## src/rtl/key_event_if.sv

```systemverilog
// Key channel bundle: raw active-low KEY pins in, debounced level and event pulses out.
interface key_event_if #(
  parameter int unsigned NKEYS = 4
) ();
  logic [NKEYS-1:0] key_n;
  logic [NKEYS-1:0] pressed;
  logic [NKEYS-1:0] press;
  logic [NKEYS-1:0] release_evt;
  logic [NKEYS-1:0] short_press;
  logic [NKEYS-1:0] long_press;
  logic [NKEYS-1:0] repeat_evt;

  // The decoder side: samples the pins, drives the events.
  modport master (
    input  key_n,
    output pressed, press, release_evt, short_press, long_press, repeat_evt
  );

  modport slave (
    output key_n,
    input  pressed, press, release_evt, short_press, long_press, repeat_evt
  );
endinterface

```

## src/rtl/key_event_decoder.sv

```systemverilog
// Per-key synchroniser, debouncer and press/release/short/long/auto-repeat event generator.
// Channels are fully independent; every event is a registered single-cycle pulse.
module key_event_decoder #(
  parameter int unsigned NKEYS    = 4,
  parameter int unsigned DEB_CYC  = 1000000,
  parameter int unsigned LONG_CYC = 50000000,
  parameter int unsigned REP_CYC  = 5000000
) (
  input  logic        clk,
  input  logic        reset_n,
  key_event_if.master ev
);

  localparam int unsigned DebW  = (DEB_CYC > 1) ? $clog2(DEB_CYC) : 1;
  localparam int unsigned LongW = (LONG_CYC > 1) ? $clog2(LONG_CYC) : 1;
  localparam int unsigned RepW  = (REP_CYC > 1) ? $clog2(REP_CYC) : 1;

  localparam logic [DebW-1:0]  DebMax  = DebW'(DEB_CYC - 1);
  localparam logic [LongW-1:0] LongMax = LongW'(LONG_CYC - 1);
  localparam logic [RepW-1:0]  RepMax  = RepW'(REP_CYC - 1);

  typedef enum logic [1:0] {StIdle, StHeld, StLong} state_e;

  logic [NKEYS-1:0] pressed_w;
  logic [NKEYS-1:0] press_w;
  logic [NKEYS-1:0] release_w;
  logic [NKEYS-1:0] short_w;
  logic [NKEYS-1:0] long_w;
  logic [NKEYS-1:0] repeat_w;

  for (genvar k = 0; k < NKEYS; k++) begin : g_key
    logic [1:0]       sync_q;
    logic             sync_lvl;
    logic             stable_q, stable_d;
    logic             rise, fall;
    logic [DebW-1:0]  deb_cnt_q, deb_cnt_d;
    logic [LongW-1:0] hold_cnt_q, hold_cnt_d;
    logic [RepW-1:0]  rep_cnt_q, rep_cnt_d;
    state_e           state_q, state_d;
    logic             press_q, press_d;
    logic             release_q, release_d;
    logic             short_q, short_d;
    logic             long_q, long_d;
    logic             repeat_q, repeat_d;

    // Synchroniser holds the raw pin level, so its reset value of 1 means released.
    assign sync_lvl = ~sync_q[1];

    always_comb begin
      stable_d  = stable_q;
      deb_cnt_d = '0;
      if (sync_lvl != stable_q) begin
        if (deb_cnt_q == DebMax) begin
          stable_d = sync_lvl;
        end else begin
          deb_cnt_d = deb_cnt_q + DebW'(1);
        end
      end
    end

    // Events key off the debounced edge being committed this cycle, not the old level.
    assign rise = ~stable_q & stable_d;
    assign fall = stable_q & ~stable_d;

    always_comb begin
      state_d    = state_q;
      hold_cnt_d = hold_cnt_q;
      rep_cnt_d  = rep_cnt_q;
      press_d    = 1'b0;
      release_d  = 1'b0;
      short_d    = 1'b0;
      long_d     = 1'b0;
      repeat_d   = 1'b0;
      unique case (state_q)
        StIdle: begin
          hold_cnt_d = '0;
          rep_cnt_d  = '0;
          if (rise) begin
            press_d = 1'b1;
            state_d = StHeld;
          end
        end
        StHeld: begin
          if (fall) begin
            release_d  = 1'b1;
            short_d    = 1'b1;
            hold_cnt_d = '0;
            state_d    = StIdle;
          end else if (hold_cnt_q == LongMax) begin
            long_d     = 1'b1;
            repeat_d   = 1'b1;
            hold_cnt_d = '0;
            rep_cnt_d  = '0;
            state_d    = StLong;
          end else begin
            hold_cnt_d = hold_cnt_q + LongW'(1);
          end
        end
        StLong: begin
          if (fall) begin
            release_d = 1'b1;
            rep_cnt_d = '0;
            state_d   = StIdle;
          end else if (rep_cnt_q == RepMax) begin
            repeat_d  = 1'b1;
            rep_cnt_d = '0;
          end else begin
            rep_cnt_d = rep_cnt_q + RepW'(1);
          end
        end
        default: state_d = StIdle;
      endcase
    end

    always_ff @(posedge clk or negedge reset_n) begin
      if (!reset_n) begin
        sync_q     <= 2'b11;
        stable_q   <= 1'b0;
        deb_cnt_q  <= '0;
        hold_cnt_q <= '0;
        rep_cnt_q  <= '0;
        state_q    <= StIdle;
        press_q    <= 1'b0;
        release_q  <= 1'b0;
        short_q    <= 1'b0;
        long_q     <= 1'b0;
        repeat_q   <= 1'b0;
      end else begin
        sync_q     <= {sync_q[0], ev.key_n[k]};
        stable_q   <= stable_d;
        deb_cnt_q  <= deb_cnt_d;
        hold_cnt_q <= hold_cnt_d;
        rep_cnt_q  <= rep_cnt_d;
        state_q    <= state_d;
        press_q    <= press_d;
        release_q  <= release_d;
        short_q    <= short_d;
        long_q     <= long_d;
        repeat_q   <= repeat_d;
      end
    end

    assign pressed_w[k] = stable_q;
    assign press_w[k]   = press_q;
    assign release_w[k] = release_q;
    assign short_w[k]   = short_q;
    assign long_w[k]    = long_q;
    assign repeat_w[k]  = repeat_q;
  end

  assign ev.pressed     = pressed_w;
  assign ev.press       = press_w;
  assign ev.release_evt = release_w;
  assign ev.short_press = short_w;
  assign ev.long_press  = long_w;
  assign ev.repeat_evt  = repeat_w;

endmodule

```

## src/flat_wrapper.sv

```systemverilog
// flat-port wrapper written by rule: the top's interface ports become plain ports
module key_event_decoder_flat 
#(
  parameter int unsigned NKEYS    = 4,
  parameter int unsigned DEB_CYC  = 1000000,
  parameter int unsigned LONG_CYC = 50000000,
  parameter int unsigned REP_CYC  = 5000000
)
  (clk, reset_n, ev_key_n, ev_pressed, ev_press, ev_release_evt, ev_short_press, ev_long_press, ev_repeat_evt);
  key_event_if #(.NKEYS(NKEYS)) ev_i ();
  input  logic clk;
  input  logic reset_n;
  input wire logic [$bits(ev_i.key_n)-1:0] ev_key_n;
  output wire logic [$bits(ev_i.pressed)-1:0] ev_pressed;
  output wire logic [$bits(ev_i.press)-1:0] ev_press;
  output wire logic [$bits(ev_i.release_evt)-1:0] ev_release_evt;
  output wire logic [$bits(ev_i.short_press)-1:0] ev_short_press;
  output wire logic [$bits(ev_i.long_press)-1:0] ev_long_press;
  output wire logic [$bits(ev_i.repeat_evt)-1:0] ev_repeat_evt;
  assign ev_i.key_n = ev_key_n;
  assign ev_pressed = ev_i.pressed;
  assign ev_press = ev_i.press;
  assign ev_release_evt = ev_i.release_evt;
  assign ev_short_press = ev_i.short_press;
  assign ev_long_press = ev_i.long_press;
  assign ev_repeat_evt = ev_i.repeat_evt;
  key_event_decoder #(.NKEYS(NKEYS), .DEB_CYC(DEB_CYC), .LONG_CYC(LONG_CYC), .REP_CYC(REP_CYC)) u_core (.clk(clk), .reset_n(reset_n), .ev(ev_i));
endmodule
```

## config.mk

```make
export PLATFORM = sky130hd
export DESIGN_NAME = key_event_decoder_flat
export DESIGN_NICKNAME = d
export VERILOG_FILES = /design/src/rtl/key_event_if.sv /design/src/rtl/key_event_decoder.sv /design/src/flat_wrapper.sv
export SDC_FILE = /design/constraint.sdc
export NUM_CORES = 1
export LEC_CHECK = 0
export CAP_MARGIN = 20
export CELL_PAD_IN_SITES_DETAIL_PLACEMENT = 0
export CELL_PAD_IN_SITES_GLOBAL_PLACEMENT = 1
export CORE_MARGIN = 2
export CORE_UTILIZATION = 43
export DETAILED_ROUTE_END_ITERATION = 12
export GPL_TIMING_DRIVEN = 0
export PLACE_DENSITY_LB_ADDON = 0.05
export SKIP_LAST_GASP = 1
export SYNTH_ARGS = -nofsm -noshare
export SYNTH_HDL_FRONTEND = slang
export SYNTH_SLANG_ARGS = --single-unit
```

## constraint.sdc

```tcl
create_clock -name clk -period 3.25 [get_ports clk]
set_input_delay 0.8125 -clock clk [delete_from_list [all_inputs] [get_ports clk]]
set_output_delay 0.8125 -clock clk [all_outputs]
set_load 0.02 [all_outputs]
```

* Word level (Yosys, flattened, before mapping) *
Index checks and enable logic that the tools add are counted.

operators by class
  mux-type cells = 112
  bitwise logic cells = 20
  reductions and logical operators = 24
  add/sub/neg operators = 12
  equal/unequal tests = 44

operators by type and width
  cell                     number
  $mux W23                 16
  $pmux W23 S3             4
  $mux W26                 8
  $pmux W26 S2             4
  $mux W20                 8
  $add A26 B1 Y26 const B  4
  $eq A26 B26 Y1 const B   4
  $add A23 B1 Y23 const B  4
  $eq A23 B23 Y1 const B   4
  $add A20 B1 Y20 const B  4
  $eq A20 B20 Y1 const B   4
  $mux W1                  48
  $mux W2                  16
  $ne A2 B1 Y1 const B     12
  $pmux W2 S3              4
  $reduce_and A3 Y1        8
  $ne A3 B1 Y1 const B     4
  $not A1 Y1               12
  $reduce_bool A3 Y1       4
  $and A1 B1 Y1            8
  $eq A2 B1 Y1 const B     4
  $eq A2 B2 Y1 const B     4
  $logic_not A2 Y1         4
  $ne A2 B2 Y1 const B     4
  4 further kinds          16

storage, ports and cells
  input port bits = 6
  register bits = 316
  output and inout bits = 24

* Longest topological paths before layout *
  depth in word-level cells = 7
  gate-level depth with buffers = 9
  mapped depth without buffers = 8

* Worst setup path after synthesis *
No wires, ideal clock.

  path kind = reg-to-reg
  start = reg u_core.g_key[2].hold_cnt_q[0]
  end = reg u_core.g_key[2].rep_cnt_q[21]
  required time = 3.174 ns
  setup slack = 0.820 ns
  arrival = 2.353 ns
  setup time = 0.076 ns
  buffers on the path = 1
  cell stages (with the launch flop) = 9
  path through = dfrtp_1 ha_1 and4_1 nand4_1 o41a_1 or4_4 buf_6 or3_1 o21ai_1

between the ends
  longest elaborated chain between the ends = 3

RTL lines
  what                                line                      source
  from (decl)                         key_event_decoder.sv:37   logic [LongW-1:0] hold_cnt_q, hold_cnt_d;
  from (signal assigned)              key_event_decoder.sv:132  hold_cnt_q <= hold_cnt_d;
  $eq A26 B26 Y1                      key_event_decoder.sv:89   end else if (hold_cnt_q == LongMax) begin
  $ne A2 B1 Y1 (no source line)       n/a
  $reduce_and A3 Y1 (no source line)  n/a
  to (signal assigned)                key_event_decoder.sv:133  rep_cnt_q <= rep_cnt_d;
  to (decl)                           key_event_decoder.sv:38   logic [RepW-1:0] rep_cnt_q, rep_cnt_d;

No other way between the ends.
A chain may end at the register's enable or synchronous reset.

* Worst setup path after layout *
  start = reg u_core.g_key[1].deb_cnt_q[7]
  end = reg u_core.g_key[1].rep_cnt_q[11]

between the ends
  longest elaborated chain between the ends = 7
  elaborated cells on any way between the ends = 9
  those cells by class = 2 x eq/ne; 4 x mux; 2 x bitwise; 1 x reduce/logical

RTL lines
  what                                               line                      source
  from (decl)                                        key_event_decoder.sv:36   logic [DebW-1:0] deb_cnt_q, deb_cnt_d;
  from (signal assigned)                             key_event_decoder.sv:131  deb_cnt_q <= deb_cnt_d;
  $eq A20 B20 Y1 (*)                                 key_event_decoder.sv:53   if (deb_cnt_q == DebMax) begin
  $mux W1 (*)                                        key_event_decoder.sv:53
  $mux W1 (*)                                        key_event_decoder.sv:52   if (sync_lvl != stable_q) begin
  $not A1 Y1 (*)                                     key_event_decoder.sv:63   assign fall = stable_q & ~stable_d;
  $and A1 B1 Y1 (*)                                  key_event_decoder.sv:63
  $mux W23 or $ne A2 B2 Y1 (tied branches)           n/a
  $pmux W23 S3 or $reduce_and A3 Y1 (tied branches)  n/a
  to (signal assigned)                               key_event_decoder.sv:133
  to (decl)                                          key_event_decoder.sv:38

Every way passes the cells marked *; elsewhere a longest branch is shown, timed or not.

==> flow_summary.toml <==
[run_status]
status = "finished clean"

[final_layout]
drive_gt1_share_pct = 7.343
layout_commonest_cell = "dfrtp_1"
final_cell_mix = "dfrtp_1, nor2_1, nand2_1"
antenna_cells = 0
synthToLayoutAreaGrowth_pct = 14.09
fin_nets = 1898

[floorplanning]
fp.dieArea_mm2 = 0.03993
io_pins = 30
die_h_um = 199.8
rows = 71
core_mm2 = 0.03776
start_util_pct = 43.68
die_x_um = 199.8

[synthesis]
avgSynthCellArea_um2 = 9.218
synth_cells = 1789
synth_area_mm2 = 0.01649
synth-main-ff-cell = "dfrtp_1"
yosysWarnings = 0
synth_edf_count = 0
ys_types = 65
ys_seq_area_share_pct = 48.01
syn_nets = 1823
async_flop_share_pct = 100.0
ys_seq_elements = 316

[pwr]
p_per_area_mw_per_mm2 = 451.5
switching_share_pct = 21.31
power_switching_uw = 1810
p_leak_uw = 0.007468
ir_worst_vdd_mv = 0.3603
total_power_uw = 8494
pwr-share-comb_pct = 1.6
internal_power_uw = 6684
pwr-share-clk_pct = 51.6
seqPwrFrac_pct = 46.8

[timing]
setup_ws_ns = 0.3854
hold_violations = 0
slew_headroom_pct = 34.17
fin_crit_ns = 2.865
post-route-period-util_pct = 88.14
tightest_slew_ns = 0.9792
fin_skew_ns = 0.008838
final_max_slew_viol_count = 0
fmaxAchievable_mhz = 349.1
rsz0062_at_grt = "false"
setup_viol = 0

[setup_path]
cp-start-kind = "register"
critPathMaxFanout = 10
path_cells = "nor4b_1 > nand2_1 > or3_1 > a21oi_1 > clkbuf_1 > o21ai_0 > o41ai_1"
crit_type = "reg2reg"
cp.arrival_ns = 3.29
cp-end-kind = "register"
critical_path_required_ns = 3.68
cp_top_family = "simple AND/OR/NAND/NOR gates"
path_buf_inv = 1
worst_path_max_delay_cell = "nor4b_1"
cp_slowest_stage_delay_ns = 0.53

[clock_tree]
post_cts_buffers = 0
path_clk_slew_ns = 0.05
cts_buffers = 40
cts_tree = "done"
clock_latency_ns = 0.54
ctsHtreeMaxLevel = 2
root_buffer = "clkbuf_16"
cts.sinks = 316
cts.path.max_buffers = 3

[global_routing]
grt_pass1_vias = 12487
grt_overflow_total = 0
grt_usage_pct = 19.09
grt_max_degree = 118
antenna_found_initial = 0
grt_first_pass_wirelength_mm = 63.00

[route]
drcViolationCount = 0
routed_via_density = 5.356
routedWlPerCell_um = 15.26
drt_iter0_markers = 648
antenna_left = 0
wl_mm = 36.68
num_vias = 12876
first_pass_iters = 5

[place]
io_buffers = 29
post-place-ws_ns = 0.08265
gp_congestion = 0.8063
place_hpwl_mm = 24.28

[hold_path]
worstHoldPathType = "in2async"

[job]
maxCapViolations = 0
## sequential cells by signal, summed over array words and instances, names as in the netlist
name,flops
u_core.g_key.short_q,4
u_core.g_key.press_q,4
u_core.g_key.repeat_q,4
u_core.g_key.deb_cnt_q,80
u_core.g_key.stable_q,4
u_core.g_key.state_q,8
u_core.g_key.hold_cnt_q,104
u_core.g_key.long_q,4
u_core.g_key.rep_cnt_q,92
u_core.g_key.release_q,4
u_core.g_key.sync_q,8
## synth_stat cells (34+ instances only)
master / instances / area share, %
inv_1: 63 / 1.4
a21oi_1: 54 / 1.6
nand2_1: 162 / 3.7
xnor2_1: 76 / 4.0
xor2_1: 78 / 4.1
or3_1: 48 / 1.8
nor3_1: 65 / 2.0
nor2_1: 246 / 5.6
and3_1: 38 / 1.4
nand4_1: 58 / 2.2
o21ai_0: 110 / 3.3
nand3_1: 102 / 3.1
dfrtp_1: 308 / 47
nor4_1: 34 / 1.3
## worst paths after layout
| check | from | to | slack, ns | depth (start not counted) |
|---|---|---|---|---|
| worst max-delay path | u_core.g_key[1].deb_cnt_q[7] | u_core.g_key[1].rep_cnt_q[11] | 0.39 | 7 |
| worst min-delay path | reset_n | u_core.g_key[0].rep_cnt_q[17] | 0.26 | 1 |
| worst max register to register | u_core.g_key[1].deb_cnt_q[7] | u_core.g_key[1].rep_cnt_q[11] | 0.39 | 7 |
| worst min register to register | u_core.g_key[0].sync_q[0] | u_core.g_key[0].sync_q[1] | 0.36 | 0 |
| max in group asynchronous | reset_n | u_core.g_key[1].deb_cnt_q[7] | 1.50 | 3 |
| min in group clk | u_core.g_key[0].sync_q[0] | u_core.g_key[0].sync_q[1] | 0.36 | 0 |
## layer usage
layer / global-route usage (%) / part of all wire [%] / vias up
met5: 0 / 0 / -
met4: 4.664 / 1.4 / 0
met3: 3.478 / 3.1 / 36
met2: 30.45 / 46 / 117
met1: 26.98 / 50 / 6247
li1: - / - / 6476
## power groups by stage
stage / sequential, µW / clock (µW) / combinational, µW
detailed placement: 4040 / 0 / 145
finish: 3970 / 4390 / 135
global placement: 4050 / 0 / 135
global route: 3970 / 4720 / 161
floorplan: 4040 / 0 / 35.2
CTS: 3970 / 4550 / 145
## final cells by class
cell class / instances / area [µm²]
Tap cell: 511 / 639.4
Timing Repair Buffer: 33 / 365.4
Buffer: 66 / 370.4
Inverter: 63 / 236.5
Fill cell: 3613 / 18940
Clock inverter: 8 / 92.59
Clock buffer: 63 / 1209
Sequential cell: 316 / 7918
Multi-Input combinational cell: 1344 / 7984
## metrics by stage
step / cells / TNS [ns] / utilization [%] / hold WS [ns] / instance area, µm²
after detailed placement: 2333 / 0 / 46.37 / 0.3476 / 17510
after global placement: 2329 / -4101.99 / 46.14 / 0.3465 / 17420
after global routing: 2404 / 0 / 49.83 / 0.3228 / 18810
after CTS: 2404 / 0 / 49.82 / 0.2875 / 18810
final: 2404 / 0 / 49.83 / 0.2637 / 18810
after floorplan: 1789 / 0 / - / 0.3452 / 16490
## repair_timing
| action | 4_1_cts | 5_1_grt |
|---|---|---|
| gates resized for setup | 0 | 1 |
| hold buffers | 0 | 0 |
| setup endpoints to repair | 0 | 10 |
## logic make-up (layout without fill, tap and decap cells)
family / after synthesis / in the layout / synth area share [%]
AO/OA/AOI/OAI: 259 / 259 / 9.522
XOR/XNOR: 154 / 154 / 8.179
adder cells (fa/ha/maj): 28 / 28 / 2.124
buffers and inverters: 129 / 233 / 3.680
flip-flops: 316 / 316 / 48.01
multiplexers: 8 / 8 / 0.5008
AND/OR/NAND/NOR: 895 / 895 / 27.98
(Power assumes the default switching activity.)
